[config.mk]
export PLATFORM = sky130hd
export DESIGN_NAME = int_to_float_seq
export DESIGN_NICKNAME = d
export VERILOG_FILES = /design/src/rtl/int_to_float_seq.sv
export SDC_FILE = /design/constraint.sdc
export NUM_CORES = 1
export LEC_CHECK = 0
export BUFFER_PORTS_ARGS = -buffer_cell sky130_fd_sc_hd__buf_2
export CORE_ASPECT_RATIO = 1.2
export CORE_MARGIN = 8
export CORE_UTILIZATION = 52
export DETAILED_ROUTE_END_ITERATION = 10
export GPL_TIMING_DRIVEN = 0
export PLACE_DENSITY_LB_ADDON = 0.3
export REMOVE_ABC_BUFFERS = 1
export SLEW_MARGIN = 20
export SYNTH_ARGS = -nofsm -noshare
export SYNTH_HDL_FRONTEND = slang
export SYNTH_SLANG_ARGS = --single-unit
[constraint.sdc]
create_clock -name clk -period 2.71 [get_ports clk]
set_clock_uncertainty 0.1 [all_clocks]
set_input_delay 0.271 -clock clk [delete_from_list [all_inputs] [get_ports clk]]
set_output_delay 0.271 -clock clk [all_outputs]
set_load 0.01 [all_outputs]
[src/rtl/int_to_float_seq.sv]
// Iterative 32-bit integer to IEEE-754 single converter with strobe/ack handshakes.
// Define INT_TO_FLOAT_ROUND_EN for round-to-nearest-even; the default build truncates.
module int_to_float_seq #(
   parameter bit SIGNED_IN = 1'b1
) (
   input  logic        clk,
   input  logic        rst,
   input  logic [31:0] input_a,
   input  logic        input_a_stb,
   output logic        input_a_ack,
   output logic [31:0] output_z,
   output logic        output_z_stb,
   input  logic        output_z_ack
);

   localparam logic [1:0] IDLE  = 2'd0;
   localparam logic [1:0] NORM  = 2'd1;
   localparam logic [1:0] ROUND = 2'd2;
   localparam logic [1:0] DONE  = 2'd3;

   logic [1:0]  state_reg;
   logic [31:0] mag_reg;
   logic [7:0]  e_reg;
   logic        s_reg;
   logic [31:0] z_reg;
   logic        z_stb_reg;

   logic        sign_in;
   logic [31:0] mag_in;
   logic [22:0] m_trunc;
   logic        round_inc;
   logic [30:0] em_rounded;

   // -2^31 negates to itself, which is the correct magnitude read as unsigned
   assign sign_in = SIGNED_IN ? input_a[31] : 1'b0;
   assign mag_in  = sign_in ? (~input_a + 32'd1) : input_a;

   assign m_trunc = mag_reg[30:8];

`ifdef INT_TO_FLOAT_ROUND_EN
   logic guard;
   logic sticky;
   assign guard     = mag_reg[7];
   assign sticky    = |mag_reg[6:0];
   assign round_inc = guard & (sticky | m_trunc[0]);
`else
   assign round_inc = 1'b0;
`endif

   // Exponent and mantissa rounded together so a mantissa carry bumps the exponent
   assign em_rounded = {e_reg, m_trunc} + {30'd0, round_inc};

   assign input_a_ack  = (state_reg == IDLE) & ~rst;
   assign output_z     = z_reg;
   assign output_z_stb = z_stb_reg;

   always_ff @(posedge clk or posedge rst) begin
      if (rst) begin
         state_reg <= IDLE;
         mag_reg   <= 32'd0;
         e_reg     <= 8'd0;
         s_reg     <= 1'b0;
         z_reg     <= 32'd0;
         z_stb_reg <= 1'b0;
      end else begin
         case (state_reg)
            IDLE: begin
               if (input_a_stb) begin
                  s_reg   <= sign_in;
                  mag_reg <= mag_in;
                  e_reg   <= 8'd158;
                  if (mag_in == 32'd0) begin
                     z_reg     <= 32'd0;
                     z_stb_reg <= 1'b1;
                     state_reg <= DONE;
                  end else begin
                     state_reg <= NORM;
                  end
               end
            end
            NORM: begin
               if (mag_reg[31]) begin
                  state_reg <= ROUND;
               end else begin
                  mag_reg <= mag_reg << 1;
                  e_reg   <= e_reg - 8'd1;
               end
            end
            ROUND: begin
               z_reg     <= {s_reg, em_rounded};
               z_stb_reg <= 1'b1;
               state_reg <= DONE;
            end
            DONE: begin
               if (output_z_ack) begin
                  z_stb_reg <= 1'b0;
                  state_reg <= IDLE;
               end
            end
            default: state_reg <= IDLE;
         endcase
      end
   end

endmodule

**Word level (Yosys, flattened, before mapping)**

Cells that the tools add are included.

- Register bits after elaboration: 76
- Input bits: 36
- Word-level logic and storage cells: 50

- Add/sub/neg operators: 2
- Reduce and logical (&&, ||, !) cells: 11
- Muxes and demuxes: 19
- Equal/unequal tests: 8
- Bitwise gates (word level): 3

Operators with widths:

| kind | number |
|---|---|
| $mux 32 | 5 |
| $pmux 32 s2 | 2 |
| $add 32x1->32 const B | 1 |
| $logic_not 32->1 | 1 |
| $not 32->32 | 1 |
| $mux 8 | 2 |
| $pmux 8 s2 | 1 |
| $reduce_and 3->1 | 3 |
| $mux 2 | 4 |
| $ne 2x2->1 const B | 4 |
| $pmux 2 s4 | 1 |
| $sub 8x1->8 const B | 1 |
| $eq 2x2->1 const B | 2 |
| $reduce_and 2->1 | 2 |
| $reduce_and 4->1 | 1 |
| $reduce_bool 2->1 | 2 |
| $mux 1 | 3 |
| $pmux 1 s3 | 1 |
| $reduce_bool 3->1 | 1 |
| $eq 2x1->1 const B | 1 |
| $logic_not 2->1 | 1 |
| $ne 2x1->1 const B | 1 |
| $and 1x1->1 | 1 |
| $not 1->1 | 1 |

**Depth between registers and ports, before layout**

Gate-level depths: netlist of the first run.

- Depth after elaboration: 7
- Depth in mapped cells: 11
- Depth with buffers taken out: 10

**Least setup slack after synthesis of the first run**

No wires, ideal clock.

- Path type: in2reg
- Start: input input_a[11]
- End: register z_reg[20] (netlist: output_z[20])
- Cell stages on the path: 11
- Setup slack: -0.832 ns
- Data arrival time: 3.317 ns
- Cell sequence: buf_6 > or4_4 > or4_4 > buf_6 > or4_4 > mux2_2 > a32oi_1 > or2_2 > o41ai_4 > buf_6 > o22ai_2

- Longest elaborated chain between the ends: 6

Ends and longest elaborated chain:

| element | line | RTL |
|---|---|---|
| from (decl) | 8 | `input logic [31:0] input_a,` |
| $not 32->32 | 36 | `assign mag_in = sign_in ? (~input_a + 32'd1) : input_a;` |
| $add 32x1->32 | 36 |  |
| $mux 32 (*) | 36 |  |
| $logic_not 32->1 (*) | 72 | `if (mag_in == 32'd0) begin` |
| $ne 2x1->1 (no line) (*) | -- |  |
| $reduce_and 3->1 (no line) (*) | -- |  |
| to (signal assigned) | 90 | `z_reg <= {s_reg, em_rounded};` |
| to (decl) | 25 | `logic [31:0] z_reg;` |

Every way passes the cells marked *; elsewhere a longest branch is shown, timed or not.
A chain may end at the register's enable or synchronous reset.

**Final worst setup path of the first run**

- Start: input input_a[8]
- End: register z_reg[17] (netlist: output_z[17])

The elaborated chain is that of the path after synthesis.

==> run_results.csv, run 1 <==
group,metric,value,unit
global_route,grt_max_degree,51,
global_route,grt_pass1_vias,4311,
finish,fill_cells,738,
floorplan,dieHeight,122,um
place,dp.cells,693,
clocking,cts_buffer_depth,2,
worst_setup_path,cp.required,2.87,ns
floorplan,rows,38,
floorplan,dieWidth,104,um
clocking,cts_made_buffers,9,
worst_setup_path,r2r_slack,0.08,ns
worst_setup_path,crit_path_end_kind,"flop",
clocking,htreeDepth,3,
route,wirelength,13.4,mm
synthesis,async_flop_share,100,%
finish,postLayoutCoreUtil,67.6,%
place,dp_hpwl,8.59,mm
timing,tightest_slew,0.915,ns
floorplan,initial_core_util,53.5,%
clocking,tritoncts,"yes",
clocking,clkSinkCount,76,
worst_setup_path,crit_fanout,7,
route,drt-pass1-iter-count,5,
floorplan,core-area,9030,um2
place,gp_congestion,0.960,
global_route,overflow,0,
global_route,grt_usage,20.7,%
min_path,hold_path.class,"primary input to flop",
timing,setup_ws,-0.555,ns
synthesis,synth_edf_count,0,
clocking,clock-root-buffer,"clkbuf_8",
synthesis,netlist_instances,534,
place,preCtsSetupSlack,-1.84,ns
clocking,clkTransAtPathRegs,0.08,ns
place,dpl_cell_area,5190,um2
synthesis,synthTopCellsByArea,"dfrtp_1 39%, nand2_1 6.6%, xor2_1 4.3%",
pwr,vdd_drop_max,0.000378,V
route,drc,0,
route,via_per_inst,5.99,
timing,fmax,0.306,GHz
synthesis,synthFlopType,"dfrtp_1",
synthesis,yosys_warnings,0,
timing,hold_viol,0,
finish,drive_above_1_share,33.2,%
route,drt-initial-drc-count,409,
timing,layout_min_cycle_time,3.27,ns
finish,synthToLayoutAreaGrowth,26.3,%
global_route,grt_pass1_wl,21.4,mm
timing,slew_viol_final,0,
clocking,clkLatencyLatePin,0.38,ns
outcome,outcome,"complete, but fails checks",
synthesis,ys_seq_area_share,39.3,%
timing,final.setup.tns,-17.44,ns
pwr,power_density,1030,nW/um2
synthesis,yosys.area.top_type_share,39.3,%
synthesis,synth_seq_cells,76,
route,routedWlPerCell,18.0,um
finish,final_nets,663,
flow_run,maxCapViolCount,0,
synthesis,synth_area_per_cell,9.06,um2
worst_setup_path,critical_path_arrival,3.42,ns
timing,worst_hold_slack,0.116,ns
timing,fin_crit_sh,120,%
route,vias,4466,
synthesis,netlist_area,4840,um2
place,port-buffer-count,69,
pwr,power.total,6.28,mW
floorplan,num_io_pins,70,
timing,setup_viol,34,
synthesis,yosys.area.top_type,"dfrtp_1",
pwr,leakage,2.59,nW
timing,relSlewSlack,39.0,%
timing,rsz0062_at_grt,"yes",
finish,design_area,6110,um2
finish,diodes,0,
worst_setup_path,cp-start-kind,"primary input",
floorplan,dieArea,12700,um2
finish,instances_no_fill,746,
outcome,violations,"setup timing",
global_route,antenna_found_initial,0,
worst_setup_path,path_class,"primary input to flop",
route,ant_nets,0,
synthesis,synthDistinctLibCells,67,
[per-layer routing]
layer	GRT usage, %	up-vias	part of all wire, %
met5	0	-	0
met4	9.70	0	2.8
met3	4.86	37	7.0
met2	34.5	175	49
met1	25.0	2140	41
li1	-	2114	-
[what timing repair did]
action | in CTS | in global routing
endpoints found under the hold margin | 28 | 0
buffers inserted | 25 | 10
hold buffers | 1 | 0
cloned | 1 | 1
pin swaps | 24 | 8
gates resized for setup | 58 | 19
setup endpoints to repair | 52 | 37
[power breakdown]
part           switching, mW  total [mW]  leakage (nW)  internal [mW]
combinational           1.81        3.29          1.57           1.48
sequential             0.358        2.01         0.916           1.65
clock                  0.457       0.981         0.107          0.524
total                   2.62        6.28          2.59           3.65
[Yosys cell counts, drive strengths merged (3+ instances only)]
cell and number:
nand2 86, dfrtp 76, inv 44, o22ai 33, o21ai 27, xor2 24, nor2 22, clkbuf 20
o21a 20, o221ai 18, a21oi 15, buf 14, nand3 14, or3 9, or4 9, xnor2 9
a22oi 8, o31ai 8, o41ai 8, ha 6, nand4 6, nor3 6, nor4 5, or2 5
mux2 3, mux2i 3, nor2b 3
[cells by family after synthesis]
kind of cell	Yosys count	share of synthesized area, %
simple gates	174	17.8
compound gates	159	25.3
buf+inv	80	8.74
flops	76	39.3
xor+xnor	33	5.98
mux	6	1.32
fa+ha+maj	6	1.55
[cell type report]
class	instances	area [um2]	area share, %
multi-input combinational	379	2840	46.5
sequential	76	1900	31.1
timing repair buffer	111	820	13.4
inverter	44	170	2.78
tap	120	150	2.46
clock buffer	9	124	2.03
clock inverter	7	100	1.64
[critical path: stages]
cell and delay (ns):
buf_8 0.09, or4_4 0.53, or4_4 0.56, buf_6 0.15, buf_6 0.11, o41ai_4 0.21, xor2_1 0.22, nand2_1 0.12
a2111o_1 0.35, o41ai_4 0.34, buf_6 0.21, buf_8 0.15, o22ai_2 0.09
[cells in the final DEF, fill, tap and decap left out, types with 3 or more instances in the layout]
cell / Yosys / layout
nor4_4: 0 / 3
o41ai_1: 5 / 4
xnor2_1: 9 / 9
or3_1: 6 / 5
a22oi_1: 8 / 8
buf_8: 0 / 4
o21ai_0: 26 / 25
o41ai_4: 2 / 3
nand4_1: 6 / 6
buf_4: 2 / 29
o221ai_1: 18 / 17
or3_2: 3 / 3
mux2i_1: 3 / 3
a21oi_1: 14 / 14
or4_1: 4 / 3
dfrtp_1: 76 / 75
o21a_1: 20 / 20
clkbuf_8: 4 / 9
buf_6: 8 / 9
nand3_1: 14 / 12
o31ai_1: 8 / 7
nor3_1: 6 / 4
o22ai_2: 10 / 22
xor2_1: 24 / 23
or4_4: 4 / 5
nor2b_1: 3 / 3
buf_2: 2 / 63
nor2_1: 22 / 22
or2_2: 5 / 4
o22ai_1: 23 / 10
nand2_1: 85 / 84
inv_1: 44 / 41
buf_12: 0 / 3
[final timing paths]
| path | startpoint | to | depth (start not counted) |
|---|---|---|---|
| worst max-delay path | input_a[8] | output_z[17]$_DFFE_PP0P_ | 13 |
| worst max register to register | state_reg[1]$_DFFE_PP0P_ | e_reg[7]$_DFFE_PP0P_ | 9 |
| worst min-delay path | output_z_ack | state_reg[1]$_DFFE_PP0P_ | 3 |
| min in group asynchronous | rst | output_z[7]$_DFFE_PP0P_ | 3 |
| worst min register to register | mag_reg[0]$_DFFE_PP0P_ | mag_reg[0]$_DFFE_PP0P_ | 2 |
| max in group asynchronous | rst | state_reg[0]$_DFFE_PP0P_ | 4 |
Note: power is estimated with default switching activity, not from simulation.
==> inputs of run 2 (changes only) <==
Settings changed: CORE_ASPECT_RATIO 1.2 to unset, GPL_ROUTABILITY_DRIVEN set to 0.
==> run_results.csv, run 2 (same netlist as run 1, synthesis figures left out) <==
group,metric,value,unit
outcome,outcome,"complete, but fails checks",
outcome,violations,"setup timing",
finish,fill_cells,711,
floorplan,dieHeight,112,um
timing,setup_viol,34,
floorplan,dieArea,12600,um2
worst_setup_path,rr_startpoint,"state_reg[1]$_DFFE_PP0P_",
route,drt-initial-drc-count,402,
clocking,clkSinkCount,76,
worst_setup_path,cp.required,2.84,ns
timing,tightest_slew,0.903,ns
timing,fin_crit_sh,122,%
global_route,grt_pass1_vias,4350,
pwr,power_density,1060,nW/um2
clocking,clkLatencyLatePin,0.36,ns
route,drc,0,
timing,fmax,0.302,GHz
worst_setup_path,critPathLaunch,"input_a[5]",
clocking,clkTransAtPathRegs,0.08,ns
clocking,tritoncts,"yes",
global_route,grt_max_degree,59,
worst_setup_path,crit_path_end_kind,"flop",
min_path,min-delay-start,"input_a[9]",
timing,slew_viol_final,0,
finish,multi_input_area,2880,um2
route,vias,4631,
place,port-buffer-count,69,
floorplan,core-area,9150,um2
timing,rsz0062_at_grt,"yes",
route,ant_nets,0,
pwr,power.total,6.59,mW
worst_setup_path,cp-start-kind,"primary input",
finish,mostFrequentLayoutCells,"84 x nand2_1, 75 x dfrtp_1, 60 x buf_2",
finish,final_nets,660,
route,drt-pass1-iter-count,5,
floorplan,initial_core_util,52.9,%
global_route,overflow,0,
global_route,grt_usage,21.2,%
min_path,hold_path.class,"primary input to flop",
timing,setup_ws,-0.597,ns
route,via_per_inst,6.31,
pwr,leakage,2.62,nW
timing,hold_viol,0,
route,wirelength,14.5,mm
place,dp_hpwl,8.71,mm
timing,layout_min_cycle_time,3.31,ns
clocking,cts_made_buffers,9,
finish,ff_latch_area,1900,um2
clocking,clock-root-buffer,"clkbuf_8",
global_route,grt_pass1_wl,21.9,mm
finish,postLayoutCoreUtil,67.9,%
clocking,htreeDepth,3,
global_route,antenna_found_initial,0,
worst_setup_path,path_class,"primary input to flop",
floorplan,dieWidth,112,um
clocking,cts_buffer_depth,2,
timing,relSlewSlack,39.8,%
flow_run,maxCapViolCount,0,
floorplan,rows,35,
route,routedWlPerCell,19.8,um
finish,mostFrequentLayoutCell,"nand2_1",
finish,synthToLayoutAreaGrowth,28.5,%
pwr,vdd_drop_max,0.000570,V
finish,diodes,0,
worst_setup_path,critical_path_arrival,3.43,ns
worst_setup_path,crit_fanout,6,
floorplan,num_io_pins,70,
finish,drive_above_1_share,33.9,%
## run 2: cell count changes in the layout (fill, tap and decap cells not counted), moves of 2 or more
cell	delta
clkbuf_16	+2
or4_4	+2
buf_4	-4
buf_2	-3
inv_4	+2
or3_4	+2
inv_1	-2
o22ai_1	-2
or3_2	-2
## run 2: worst max-delay path, stage by stage
cell and delay, ns:
buf_8 0.11, or4_4 0.53, or4_4 0.58, o21ai_1 0.21, xor2_1 0.26, nand4_1 0.16, a2111o_1 0.47, o41ai_4 0.39
buf_6 0.21, clkbuf_16 0.16, o22ai_1 0.07
## run 2: area by class of cell
| cell class | count | share of cell area [%] |
|---|---|---|
| Clock inverter | 6 | 1.79 |
| Inverter | 44 | 2.82 |
| Timing Repair Buffer | 109 | 14.1 |
| Clock buffer | 10 | 2.05 |
| Multi-Input combinational cell | 378 | 46.3 |
| Sequential cell | 76 | 30.6 |
| Tap cell | 111 | 2.24 |
## run 2: metrics by stage
step	setup slack, ns	hold slack [ns]	TNS (ns)	area (um2)	instances
after detailed placement	-2.09	0.146	-64.51	5180	684
after CTS	-0.458	0.160	-14.07	5930	727
after global placement	-3.13	0.362	-189.24	5060	678
final	-0.597	0.157	-19.04	6210	734
after global routing	-0.655	0.168	-21.03	6210	734
after floorplan	-1.93	0.321	-78.70	4580	498
## run 2: final timing paths
kind / end / cells after the start / slack, ns
min in group asynchronous: output_z[24]$_DFFE_PP0P_ / 3 / 0.32
hold / removal: mag_reg[9]$_DFFE_PP0P_ / 3 / 0.16
setup / recovery: output_z[12]$_DFFE_PP0P_ / 11 / -0.60
hold reg to reg: mag_reg[0]$_DFFE_PP0P_ / 2 / 0.39
max in group asynchronous: mag_reg[24]$_DFFE_PP0P_ / 4 / 1.63
setup reg to reg: e_reg[7]$_DFFE_PP0P_ / 9 / 0.13
## run 2: where the power goes
group	switching, mW	leakage (nW)	total [mW]	internal, mW
Sequential	0.367	0.916	2.01	1.65
Clock	0.449	0.117	1.06	0.614
Combinational	1.91	1.59	3.51	1.61
Total	2.72	2.62	6.59	3.87
## run 2: repair_timing
item | CTS | global route
endpoints found under the hold margin | 18 | 0
hold buffers | 1 | 0
endpoints found under the setup margin | 52 | 36
setup buffers | 24 | 5
gates cloned | 2 | 3
pin swaps | 14 | 8
resized for setup | 57 | 47
## run 2: metal layers
layer  track usage [%]  part of all wire (%)  routed length (um)
met1              26.7                    41                6000
met2              35.9                    49                7180
met3              3.70                   6.6                 950
met4              7.28                   2.6                 378
met5                 0                     0                   0
==> inputs of run 3 (changes only) <==
Settings changed: SETUP_SLACK_MARGIN set to 0.4.
==> run_results.csv, run 3 (same netlist as run 1, synthesis figures left out) <==
group,metric,value,unit
worst_setup_path,rr_endpoint,"e_reg[7]$_DFFE_PP0P_",
pwr,vdd_drop_max,0.000593,V
route,ant_nets,0,
place,dpl_cell_area,5180,um2
timing,fmax,0.298,GHz
global_route,antenna_found_initial,0,
pwr,power.total,7.08,mW
worst_setup_path,path_cells,"buf_8 -> or4_4 -> or4_4 -> o41ai_4 -> xor2_1 -> nand2_1 -> a2111o_1 -> o41ai_4 -> buf_6 -> clkbuf_16 -> o22ai_2",
outcome,violations,"setup timing",
timing,tightest_slew,0.735,ns
clocking,cts_made_buffers,9,
worst_setup_path,crit_path_end_kind,"flop",
route,drc,0,
worst_setup_path,crit_fanout,6,
timing,fin_crit_sh,124,%
finish,drive_above_1_share,37.4,%
finish,final_nets,679,
timing,layout_min_cycle_time,3.35,ns
timing,hold_viol,0,
route,routedWlPerCell,20.5,um
place,dp_hpwl,8.71,mm
floorplan,dieHeight,112,um
route,vias,4797,
finish,design_area,6470,um2
worst_setup_path,rr_startpoint,"state_reg[0]$_DFFE_PP0P_",
timing,setup_ws,-0.645,ns
worst_setup_path,path_class,"primary input to flop",
finish,mostFrequentLayoutCell,"nand2_1",
floorplan,initial_core_util,52.9,%
worst_setup_path,r2r_slack,0.40,ns
worst_setup_path,cp-start-kind,"primary input",
timing,slew_viol_final,0,
worst_setup_path,setup.worst_path.end,"output_z[12]$_DFFE_PP0P_",
timing,setup_viol,34,
min_path,hold_path.class,"primary input to flop",
route,via_per_inst,6.37,
global_route,grt_pass1_wl,23.3,mm
timing,relSlewSlack,51.0,%
clocking,cts_buffer_depth,2,
floorplan,rows,35,
floorplan,core-area,9150,um2
worst_setup_path,cp.required,2.84,ns
place,port-buffer-count,69,
route,drt-pass1-iter-count,5,
global_route,overflow,0,
place,preCtsSetupSlack,-2.09,ns
timing,rsz0062_at_grt,"yes",
clocking,clkSinkCount,76,
global_route,grt_usage,22.7,%
floorplan,num_io_pins,70,
clocking,clock-root-buffer,"clkbuf_8",
finish,mostFrequentLayoutCells,"83 x nand2_1, 75 x dfrtp_1, 63 x buf_2",
route,wirelength,15.4,mm
worst_setup_path,critPathLaunch,"input_a[6]",
flow_run,maxCapViolCount,0,
clocking,clkTransAtPathRegs,0.08,ns
global_route,grt_pass1_vias,4587,
outcome,outcome,"complete, but fails checks",
route,drt-initial-drc-count,538,
finish,synthToLayoutAreaGrowth,33.7,%
clocking,tritoncts,"yes",
floorplan,dieArea,12600,um2
finish,diodes,0,
worst_setup_path,max_stage_delay,0.59,ns
worst_setup_path,critical_path_arrival,3.49,ns
worst_setup_path,r2r_cells,9,
worst_setup_path,crit_slowest_cell,"or4_4",
floorplan,dieWidth,112,um
finish,postLayoutCoreUtil,70.7,%
pwr,power_density,1090,nW/um2
pwr,leakage,2.77,nW
clocking,clkLatencyLatePin,0.35,ns
clocking,htreeDepth,3,
global_route,grt_max_degree,59,
[run 3: where the power goes]
group          total (mW)  internal, mW  switching, mW
registers            2.02          1.65          0.370
logic                4.00          1.92           2.08
clock network        1.06         0.615          0.446
total                7.08          4.18           2.90
[run 3: worst min path at each step]
stage	from	to	slack [ns]	cells past startpoint
floorplan	input_a[31]	s_reg$_DFFE_PP0P_	0.32	1
CTS	output_z_ack	state_reg[1]$_DFFE_PP0P_	0.16	3
global placement	mag_reg[3]$_DFFE_PP0P_	mag_reg[3]$_DFFE_PP0P_	0.36	2
detailed placement	rst	output_z[23]$_DFFE_PP0P_	0.15	2
finish	input_a[9]	mag_reg[9]$_DFFE_PP0P_	0.17	3
global route	input_a[7]	mag_reg[7]$_DFFE_PP0P_	0.19	3
[run 3: final cells by class]
| class | instances | area (um2) |
|---|---|---|
| clock buffer | 10 | 128 |
| clock inverter | 6 | 111 |
| fill | 655 | 2680 |
| inverter | 44 | 173 |
| multi-input combinational | 379 | 2960 |
| sequential | 76 | 1900 |
| tap | 111 | 139 |
| timing repair buffer | 127 | 1050 |
[run 3: per-stage QoR]
stage	hold slack, ns	TNS [ns]	cells
after floorplan	0.321	-78.70	498
after global placement	0.362	-189.24	678
after detailed placement	0.146	-64.51	684
after CTS	0.160	-14.06	737
after global routing	0.192	-20.90	753
final	0.169	-20.57	753
[run 3: worst max-delay path, delay by kind of cell]
kind,cells,cell delay (ns)
AO/OA/AOI/OAI,4,1.20
XOR/XNOR,1,0.29
buffers and inverters,3,0.50
AND/OR/NAND/NOR,3,1.24
[run 3: per-layer routing]
layer / GRT usage [%] / wire length [um] / up-vias
li1: - / - / 2141
met1: 27.6 / 6220 / 2326
met2: 38.2 / 7530 / 273
met3: 3.97 / 1150 / 57
met4: 10.5 / 505 / 0
met5: 0 / 0 / -
[run 3: what timing repair did]
| item | 4_1_cts | 5_1_grt |
|---|---|---|
| setup endpoints to repair | 73 | 48 |
| pin swaps | 16 | 13 |
| resized for setup | 65 | 41 |
| setup buffers | 31 | 14 |
| hold buffers | 1 | 0 |
| endpoints found under the hold margin | 18 | 0 |
| cloned | 5 | 2 |
